[config.mk]
export PLATFORM = sky130hd
export DESIGN_NAME = button_conditioner_flat
export DESIGN_NICKNAME = d
export VERILOG_FILES = /design/src/rtl/button_conditioner_if.sv /design/src/rtl/button_conditioner.sv /design/src/flat_wrapper.sv
export SDC_FILE = /design/constraint.sdc
export NUM_CORES = 1
export LEC_CHECK = 0
export CAP_MARGIN = 20
export CELL_PAD_IN_SITES_DETAIL_PLACEMENT = 0
export CELL_PAD_IN_SITES_GLOBAL_PLACEMENT = 1
export CORE_MARGIN = 4
export CORE_UTILIZATION = 40
export CTS_BUF_LIST = sky130_fd_sc_hd__clkbuf_16
export DETAILED_ROUTE_END_ITERATION = 8
export GPL_TIMING_DRIVEN = 0
export MAX_ROUTING_LAYER = met4
export PLACE_DENSITY_LB_ADDON = 0.1
export SKIP_CTS_REPAIR_TIMING = 1
export SKIP_LAST_GASP = 1
export SYNTH_ARGS = -nofsm -noshare
export SYNTH_HDL_FRONTEND = slang
export SYNTH_SLANG_ARGS = --single-unit
[constraint.sdc]
create_clock -name clk_clk -period 2.8 [get_ports clk_clk]
set_input_delay 0.42 -clock clk_clk [delete_from_list [all_inputs] [get_ports clk_clk]]
set_output_delay 0.42 -clock clk_clk [all_outputs]
set_load 0.02 [all_outputs]
[src/rtl/button_conditioner_if.sv]
// Key inputs and conditioned outputs of the button conditioner.
// The slave side is the conditioner; the master side drives the keys.
interface button_conditioner_if;
  logic       set_mode_key_n;
  logic       inc_hour_key_n;
  logic       inc_min_key_n;
  logic       confirm_key_n;
  logic       set_mode_button_export;
  logic       inc_hour_button_export;
  logic       inc_min_button_export;
  logic       confirm_button_export;
  logic [3:0] btn_level;

  modport master (
    output set_mode_key_n, inc_hour_key_n, inc_min_key_n, confirm_key_n,
    input  set_mode_button_export, inc_hour_button_export, inc_min_button_export,
           confirm_button_export, btn_level
  );

  modport slave (
    input  set_mode_key_n, inc_hour_key_n, inc_min_key_n, confirm_key_n,
    output set_mode_button_export, inc_hour_button_export, inc_min_button_export,
           confirm_button_export, btn_level
  );
endinterface

[src/rtl/button_conditioner.sv]
// Synchronizes, debounces and edge-detects four push-buttons; the hour and minute keys
// additionally auto-repeat while held.
module button_conditioner #(
  parameter int unsigned CLK_HZ          = 50000000,
  parameter int unsigned DEBOUNCE_MS     = 20,
  parameter int unsigned REPEAT_DELAY_MS = 500,
  parameter int unsigned REPEAT_RATE_MS  = 100
) (
  input logic                 clk_clk,
  input logic                 reset_reset_n,
  button_conditioner_if.slave bus
);

  localparam int unsigned DbCyc  = CLK_HZ / 1000 * DEBOUNCE_MS;
  localparam int unsigned RdCyc  = CLK_HZ / 1000 * REPEAT_DELAY_MS;
  localparam int unsigned RrCyc  = CLK_HZ / 1000 * REPEAT_RATE_MS;
  localparam int unsigned DbW    = $clog2(DbCyc + 1);
  localparam int unsigned RepMax = (RdCyc > RrCyc) ? RdCyc : RrCyc;
  localparam int unsigned RepW   = $clog2(RepMax + 1);

  typedef enum logic [1:0] {StIdle, StDelay, StRepeat} rep_state_e;

  // Bit order {set_mode, inc_hour, inc_min, confirm}.
  logic [3:0] key_n;
  logic [3:0] level;
  logic [3:0] pulse;

  assign key_n = {bus.set_mode_key_n, bus.inc_hour_key_n, bus.inc_min_key_n,
                  bus.confirm_key_n};

  for (genvar g = 0; g < 4; g++) begin : g_key
    logic           sync1_q, sync2_q;
    logic           deb_q, deb_d;
    logic           deb_dly_q;
    logic           pulse_q, pulse_d;
    logic [DbW-1:0] db_cnt_q, db_cnt_d;
    logic           press;

    always_ff @(posedge clk_clk or negedge reset_reset_n) begin
      if (!reset_reset_n) begin
        sync1_q   <= 1'b1;
        sync2_q   <= 1'b1;
        deb_q     <= 1'b0;
        deb_dly_q <= 1'b0;
        db_cnt_q  <= '0;
        pulse_q   <= 1'b0;
      end else begin
        sync1_q   <= key_n[g];
        sync2_q   <= sync1_q;
        deb_q     <= deb_d;
        deb_dly_q <= deb_q;
        db_cnt_q  <= db_cnt_d;
        pulse_q   <= pulse_d;
      end
    end

    // Count consecutive cycles where the pressed level disagrees with the debounced state.
    always_comb begin
      deb_d    = deb_q;
      db_cnt_d = '0;
      if (~sync2_q != deb_q) begin
        if (db_cnt_q == DbW'(DbCyc - 1)) begin
          deb_d = ~deb_q;
        end else begin
          db_cnt_d = db_cnt_q + 1'b1;
        end
      end
    end

    assign press = deb_q & ~deb_dly_q;

    if (g == 1 || g == 2) begin : g_rep
      rep_state_e      state_q, state_d;
      logic [RepW-1:0] rep_cnt_q, rep_cnt_d;
      logic            fire;

      always_ff @(posedge clk_clk or negedge reset_reset_n) begin
        if (!reset_reset_n) begin
          state_q   <= StIdle;
          rep_cnt_q <= '0;
        end else begin
          state_q   <= state_d;
          rep_cnt_q <= rep_cnt_d;
        end
      end

      // A debounced release wins over any pending repeat on the same edge.
      always_comb begin
        state_d   = state_q;
        rep_cnt_d = rep_cnt_q;
        fire      = 1'b0;
        case (state_q)
          StIdle: begin
            rep_cnt_d = '0;
            if (press) state_d = StDelay;
          end
          StDelay: begin
            if (!deb_d) begin
              state_d   = StIdle;
              rep_cnt_d = '0;
            end else if (rep_cnt_q == RepW'(RdCyc - 1)) begin
              fire      = 1'b1;
              state_d   = StRepeat;
              rep_cnt_d = '0;
            end else begin
              rep_cnt_d = rep_cnt_q + 1'b1;
            end
          end
          StRepeat: begin
            if (!deb_d) begin
              state_d   = StIdle;
              rep_cnt_d = '0;
            end else if (rep_cnt_q == RepW'(RrCyc - 1)) begin
              fire      = 1'b1;
              rep_cnt_d = '0;
            end else begin
              rep_cnt_d = rep_cnt_q + 1'b1;
            end
          end
          default: begin
            state_d   = StIdle;
            rep_cnt_d = '0;
          end
        endcase
      end

      assign pulse_d = press | fire;
    end else begin : g_norep
      assign pulse_d = press;
    end

    assign level[g] = deb_q;
    assign pulse[g] = pulse_q;
  end

  assign bus.btn_level              = level;
  assign bus.set_mode_button_export = pulse[3];
  assign bus.inc_hour_button_export = pulse[2];
  assign bus.inc_min_button_export  = pulse[1];
  assign bus.confirm_button_export  = pulse[0];

endmodule

[src/flat_wrapper.sv]
// flat-port wrapper written by rule: the top's interface ports become plain ports
module button_conditioner_flat 
#(
  parameter int unsigned CLK_HZ          = 50000000,
  parameter int unsigned DEBOUNCE_MS     = 20,
  parameter int unsigned REPEAT_DELAY_MS = 500,
  parameter int unsigned REPEAT_RATE_MS  = 100
)
  (clk_clk, reset_reset_n, bus_set_mode_key_n, bus_inc_hour_key_n, bus_inc_min_key_n, bus_confirm_key_n, bus_set_mode_button_export, bus_inc_hour_button_export, bus_inc_min_button_export, bus_confirm_button_export, bus_btn_level);
  button_conditioner_if bus_i ();
  input logic clk_clk;
  input logic reset_reset_n;
  input wire logic [$bits(bus_i.set_mode_key_n)-1:0] bus_set_mode_key_n;
  input wire logic [$bits(bus_i.inc_hour_key_n)-1:0] bus_inc_hour_key_n;
  input wire logic [$bits(bus_i.inc_min_key_n)-1:0] bus_inc_min_key_n;
  input wire logic [$bits(bus_i.confirm_key_n)-1:0] bus_confirm_key_n;
  output wire logic [$bits(bus_i.set_mode_button_export)-1:0] bus_set_mode_button_export;
  output wire logic [$bits(bus_i.inc_hour_button_export)-1:0] bus_inc_hour_button_export;
  output wire logic [$bits(bus_i.inc_min_button_export)-1:0] bus_inc_min_button_export;
  output wire logic [$bits(bus_i.confirm_button_export)-1:0] bus_confirm_button_export;
  output wire logic [$bits(bus_i.btn_level)-1:0] bus_btn_level;
  assign bus_i.set_mode_key_n = bus_set_mode_key_n;
  assign bus_i.inc_hour_key_n = bus_inc_hour_key_n;
  assign bus_i.inc_min_key_n = bus_inc_min_key_n;
  assign bus_i.confirm_key_n = bus_confirm_key_n;
  assign bus_set_mode_button_export = bus_i.set_mode_button_export;
  assign bus_inc_hour_button_export = bus_i.inc_hour_button_export;
  assign bus_inc_min_button_export = bus_i.inc_min_button_export;
  assign bus_confirm_button_export = bus_i.confirm_button_export;
  assign bus_btn_level = bus_i.btn_level;
  button_conditioner #(.CLK_HZ(CLK_HZ), .DEBOUNCE_MS(DEBOUNCE_MS), .REPEAT_DELAY_MS(REPEAT_DELAY_MS), .REPEAT_RATE_MS(REPEAT_RATE_MS)) u_core (.clk_clk(clk_clk), .reset_reset_n(reset_reset_n), .bus(bus_i));
endmodule
==> results of run 1 <==
worst max path at each step:
| stage | start | to | slack [ps] | depth (start not counted) |
|---|---|---|---|---|
| after CTS | u_core.g_key[1].db_cnt_q[7] | u_core.g_key[1].g_rep.rep_cnt_q[17] | -50 | 6 |
| after global placement | reset_reset_n | u_core.g_key[1].g_rep.rep_cnt_q[24] | -4970 | 1 |
| after detailed placement | u_core.g_key[1].db_cnt_q[7] | u_core.g_key[1].g_rep.rep_cnt_q[17] | -40 | 6 |
| final | u_core.g_key[1].db_cnt_q[7] | u_core.g_key[1].g_rep.rep_cnt_q[17] | 200 | 6 |
| after floorplan | u_core.g_key[2].db_cnt_q[7] | u_core.g_key[2].g_rep.state_q[0] | 500 | 6 |
| after global routing | u_core.g_key[1].db_cnt_q[7] | u_core.g_key[1].g_rep.rep_cnt_q[17] | 30 | 6 |
cells in the final DEF, fill, tap and decap left out, types with 16 or more instances in the layout:
master	n
nor2_1	146
dfrtp_1	146
xor2_1	75
nand3_1	58
nand2_1	55
xnor2_1	44
and3_1	22
nand4_1	20
clkbuf_16	17
inv_1	16
nor3_1	16
stage by stage:
stage                     setup WS [ps]  hold slack [ps]  std cells  TNS [ps]
after floorplan                     496              124        724         0
after global placement            -4970              346        966   -747610
after detailed placement          -37.2              348        967      -302
after CTS                         -46.9            -16.6        999      -482
after global routing               29.1             12.3        999         0
final                               201            -30.2        999         0
layer usage:
metal | routed length, um | GRT usage
met1 | 6740 | 0.204
met2 | 6430 | 0.223
met3 | 305 | 0.0315
met4 | 133 | 0.0515
met5 | 0 | -
registers in the layout, summed over array words and instances, names as in the netlist:
| signal | flops |
|---|---|
| u_core.g_key.sync1_q | 4 |
| u_core.g_key.deb_dly_q | 4 |
| u_core.bus.inc_hour_button_export | 1 |
| u_core.bus.set_mode_button_export | 1 |
| u_core.g_key.deb_q | 4 |
| u_core.bus.inc_min_button_export | 1 |
| u_core.g_key.sync2_q | 4 |
| u_core.g_key.g_rep.state_q | 4 |
| u_core.g_key.g_rep.rep_cnt_q | 50 |
| u_core.bus.confirm_button_export | 1 |
| u_core.g_key.db_cnt_q | 80 |
cell type report:
cell class,instances,share of cell area
sequential,154,0.456
multi-input combinational,537,0.387
clock buffer,17,0.0502
clock inverter,15,0.0355
tap,229,0.0338
timing repair buffer,14,0.0188
buffer,17,0.0115
inverter,16,0.00709
critical path, stage by stage, from the launching register on:
cell     delay [ps]
dfrtp_1         430
or4_1           570
nor4_2          370
mux2i_2         410
nand3_1         330
buf_2           300
nor2_1          130
where the power goes:
group | leakage, nW | switching (mW) | total (mW) | internal [mW]
clock | 0.352 | 0.898 | 2.83 | 1.93
combinational | 1.13 | 0.0754 | 0.104 | 0.0289
sequential | 2.11 | 0.0174 | 2.27 | 2.25
total | 3.59 | 0.991 | 5.20 | 4.21
logic make-up after synthesis:
family          share of synthesized area
mux                               0.00790
simple gates                        0.253
compound gates                     0.0230
xor+xnor                            0.143
buf+inv                            0.0215
fa+ha+maj                          0.0206
flops                               0.531
==> flow_metrics.tcl, run 1 <==
set metrics [dict create \
    drcViolationCount 0 \
    status "complete, but fails checks" \
    timing.rr.start "u_core.g_key[1].db_cnt_q[7]" \
    hold_path.class "primary input to async pin" \
    seqCellArea_mm2 0.00386 \
    core_area_mm2 0.0180 \
    numCtsBuffers 17 \
    port_buffers 13 \
    drt_iter0_drc 184 \
    ir_drop_mv 0.394 \
    yosysWarnings 0 \
    fin_crit_sh 0.928 \
    grt_pass1_vias 5087 \
    cp.required_ps 3140 \
    rsz0062_at_grt "no" \
    powerDensity_mw_per_mm2 614 \
    yosys-top-cells-area "dfrtp_1, xor2_1, nor2_1, xnor2_1, nand3_1" \
    crit_type "flop to flop" \
    worstMarginPinSlew_ps 863 \
    vias 4960 \
    r2r_end "u_core.g_key[1].g_rep.rep_cnt_q[17]" \
    drive_above_1_share 0.0792 \
    postSynthCellCount 724 \
    synth_area_mm2 0.00728 \
    ant_nets 0 \
    cap_violations 0 \
    end_kind "flop" \
    grtUsageTotal 0.150 \
    fmax_mhz 385 \
    dr.pass1.iters 4 \
    detailed_place.area_mm2 0.00773 \
    fin_hold_ws_ps -30.2 \
    power.leakage_nw 3.59 \
    r2r_setup_slack_ps 200 \
    ys_seq_elements 154 \
    wl_mm 13.6 \
    synth_fp_nets 742 \
    design_area_mm2 0.00847 \
    n_antenna_cell 0 \
    row_count 49 \
    setup_viol_count_final 0 \
    overflow 0 \
    async_reset_ff_frac 1.00 \
    clock_sink_count 154 \
    start_util 0.405 \
    relSlewSlack 0.420 \
    die_h_um 143 \
    grt_pass1_wl_mm 24.3 \
    ys_types 45 \
    viasPerCell 4.96 \
    area_growth_pct 16.3 \
    avgSynthCellArea_um2 10.1 \
    wl_per_cell_um 13.6 \
    crit_fanout 10 \
    synth.cells.most_frequent "dfrtp_1, nor2_1, xor2_1" \
    dieArea_mm2 0.0204 \
    gp_congestion 0.805 \
    worstPathArrival_ps 2940 \
    cts_tree "built" \
    cts_max_path_buffers 2 \
    period_needed_ps 2600 \
    synth_edf_count 0 \
    pin_count 14 \
    yosysTopAreaCellShare 0.502 \
    skew_ps 8.15 \
    worstRegToRegCells 6 \
    insertion_delay_ps 410 \
    grt_max_degree 96 \
    nets 775 \
    total_power_mw 5.20 \
    die_x_um 143 \
    maxSlewViolCount 0 \
    seq_area_frac_synth 0.531 \
    cp-start-kind "flop" \
    dp_hpwl_mm 9.13 \
    clk_pin_slew_ps 60 \
    synth_top_area_cell "dfrtp_1" \
    violations "negative hold slack" \
    final_util 0.472 \
    multi_input_area_mm2 0.00328 \
    synth-main-ff-cell "dfrtp_1" \
    finalHoldViolations 16 \
    antenna_found_initial 0 \
    nFillCells 1681 \
    htreeDepth 4 \
    cts-root-buf "clkbuf_16" \
]
(Power assumes the default switching activity.)
==> run 2, diff against run 1 <==
- TNS_END_PERCENT: unset -> 30
==> results of run 2 <==
The final DEF is identical to that of run 1; final timing and power are the same.
==> run 3, diff against run 2 <==
- CAP_MARGIN: 20 -> unset
- CORE_ASPECT_RATIO: unset -> 1.75
==> flow_metrics.tcl, run 3 (synthesis results as in run 1) <==
set metrics [dict create \
    port_buffers 13 \
    powerDensity_mw_per_mm2 572 \
    timing.rr.start "u_core.g_key[1].db_cnt_q[7]" \
    multi_input_area_mm2 0.00328 \
    viasPerCell 5.05 \
    crit_type "flop to flop" \
    insertion_delay_ps 430 \
    worstRegToRegCells 6 \
    fin_hold_ws_ps 67.5 \
    period_needed_ps 2570 \
    row_count 65 \
    gp_congestion 0.779 \
    place_ws_ps -128 \
    wl_mm 14.3 \
    die_h_um 186 \
    r2r_end "u_core.g_key[1].g_rep.rep_cnt_q[16]" \
    dr.max_layer_used "met4" \
    power.leakage_nw 3.55 \
    vias 5060 \
    cp-start-kind "flop" \
    fin_crit_sh 0.917 \
    relSlewSlack 0.354 \
    cts_max_path_buffers 2 \
    dr.pass1.iters 4 \
    drive_above_1_share 0.0742 \
    finalHoldViolations 0 \
    r2r_setup_slack_ps 230 \
    drt_iter0_drc 169 \
    grt_max_degree 91 \
    status "finished clean" \
    dp_hpwl_mm 10.1 \
    nFillCells 1699 \
    nets 775 \
    worstPathArrival_ps 2920 \
    core_area_mm2 0.0180 \
    start_util 0.405 \
    clk_pin_slew_ps 60 \
    largest_reg_flops 80 \
    cap_violations 0 \
    ir_drop_mv 0.424 \
    htreeDepth 4 \
    worstMarginPinSlew_ps 960 \
    reg_top3 "u_core.g_key.db_cnt_q x80, u_core.g_key.g_rep.rep_cnt_q x50" \
    grt_pass1_wl_mm 25.2 \
    hold_path.class "primary input to async pin" \
    clock_sink_count 154 \
    cts-root-buf "clkbuf_16" \
    die_x_um 110 \
    n_antenna_cell 0 \
    end_kind "flop" \
    area_growth_pct 14.9 \
    cp.required_ps 3150 \
    drcViolationCount 0 \
    dieArea_mm2 0.0205 \
    antenna_found_initial 0 \
    final_cell_mix "nor2_1, dfrtp_1, xor2_1" \
    ant_nets 0 \
    wl_per_cell_um 14.3 \
    setup_viol_count_final 0 \
    fmax_mhz 389 \
    skew_ps 7.47 \
    pin_count 14 \
    crit_fanout 10 \
    overflow 0 \
    met1_length_mm 5.75 \
    dr_wl_met2_mm 8.02 \
    cts_tree "built" \
    numCtsBuffers 17 \
    seqCellArea_mm2 0.00386 \
    setup_ws_ps 232 \
    total_power_mw 4.78 \
    maxSlewViolCount 0 \
    grt_pass1_vias 5412 \
    top_register "u_core.g_key.db_cnt_q" \
    met3_length_um 324 \
    grtUsageTotal 0.159 \
]
-- run 3: power by group --
part	internal, mW	switching [mW]
Clock	1.55	0.864
Combinational	0.0290	0.0757
Sequential	2.25	0.0171
Total	3.83	0.957
-- run 3: layout make-up --
cell class	count	area share
flip-flops and latches	154	0.462
clock buffers	17	0.0509
multi-input cells	537	0.392
clock inverters	13	0.0220
well taps	234	0.0350
repair buffers	14	0.0190
inverters	16	0.00718
plain buffers	17	0.0117
-- run 3: worst max-delay path, cell delays in order, from the launching register on --
cell,delay [ps]
dfrtp_1,430
or4_1,560
nor4_2,450
mux2i_2,440
nand3_2,230
buf_2,250
nor2_1,130
-- run 3: worst max-delay path by stage --
| stage | startpoint | slack (ps) | cells after the start | end |
|---|---|---|---|---|
| floorplan | u_core.g_key[2].db_cnt_q[7] | 500 | 6 | u_core.g_key[2].g_rep.state_q[0] |
| global placement | reset_reset_n | -5050 | 1 | u_core.g_key[3].deb_q |
| detailed placement | u_core.g_key[3].db_cnt_q[0] | -130 | 8 | u_core.g_key[3].db_cnt_q[17] |
| CTS | u_core.g_key[3].db_cnt_q[0] | -170 | 8 | u_core.g_key[3].db_cnt_q[17] |
| global route | u_core.g_key[1].db_cnt_q[7] | -9 | 6 | u_core.g_key[1].g_rep.rep_cnt_q[19] |
| finish | u_core.g_key[1].db_cnt_q[7] | 230 | 6 | u_core.g_key[1].g_rep.rep_cnt_q[16] |
-- run 3: through the flow --
stage | instances | TNS (ps) | instance area, um^2 | util
3_3_place_gp | 971 | -762960 | 7700 | 0.429
3_5_place_dp | 972 | -3080 | 7730 | 0.430
5_1_grt | 1002 | -13.2 | 8370 | 0.465
4_1_cts | 1002 | -4200 | 8340 | 0.464
6_report | 1002 | 0 | 8370 | 0.465
2_1_floorplan | 724 | 0 | 7280 | -
-- run 3: layer usage --
layer | global-route usage | vias to the layer above
li1 | - | 2510
met1 | 0.164 | 2491
met2 | 0.283 | 42
met3 | 0.0357 | 17
met4 | 0.0619 | 0
met5 | - | -
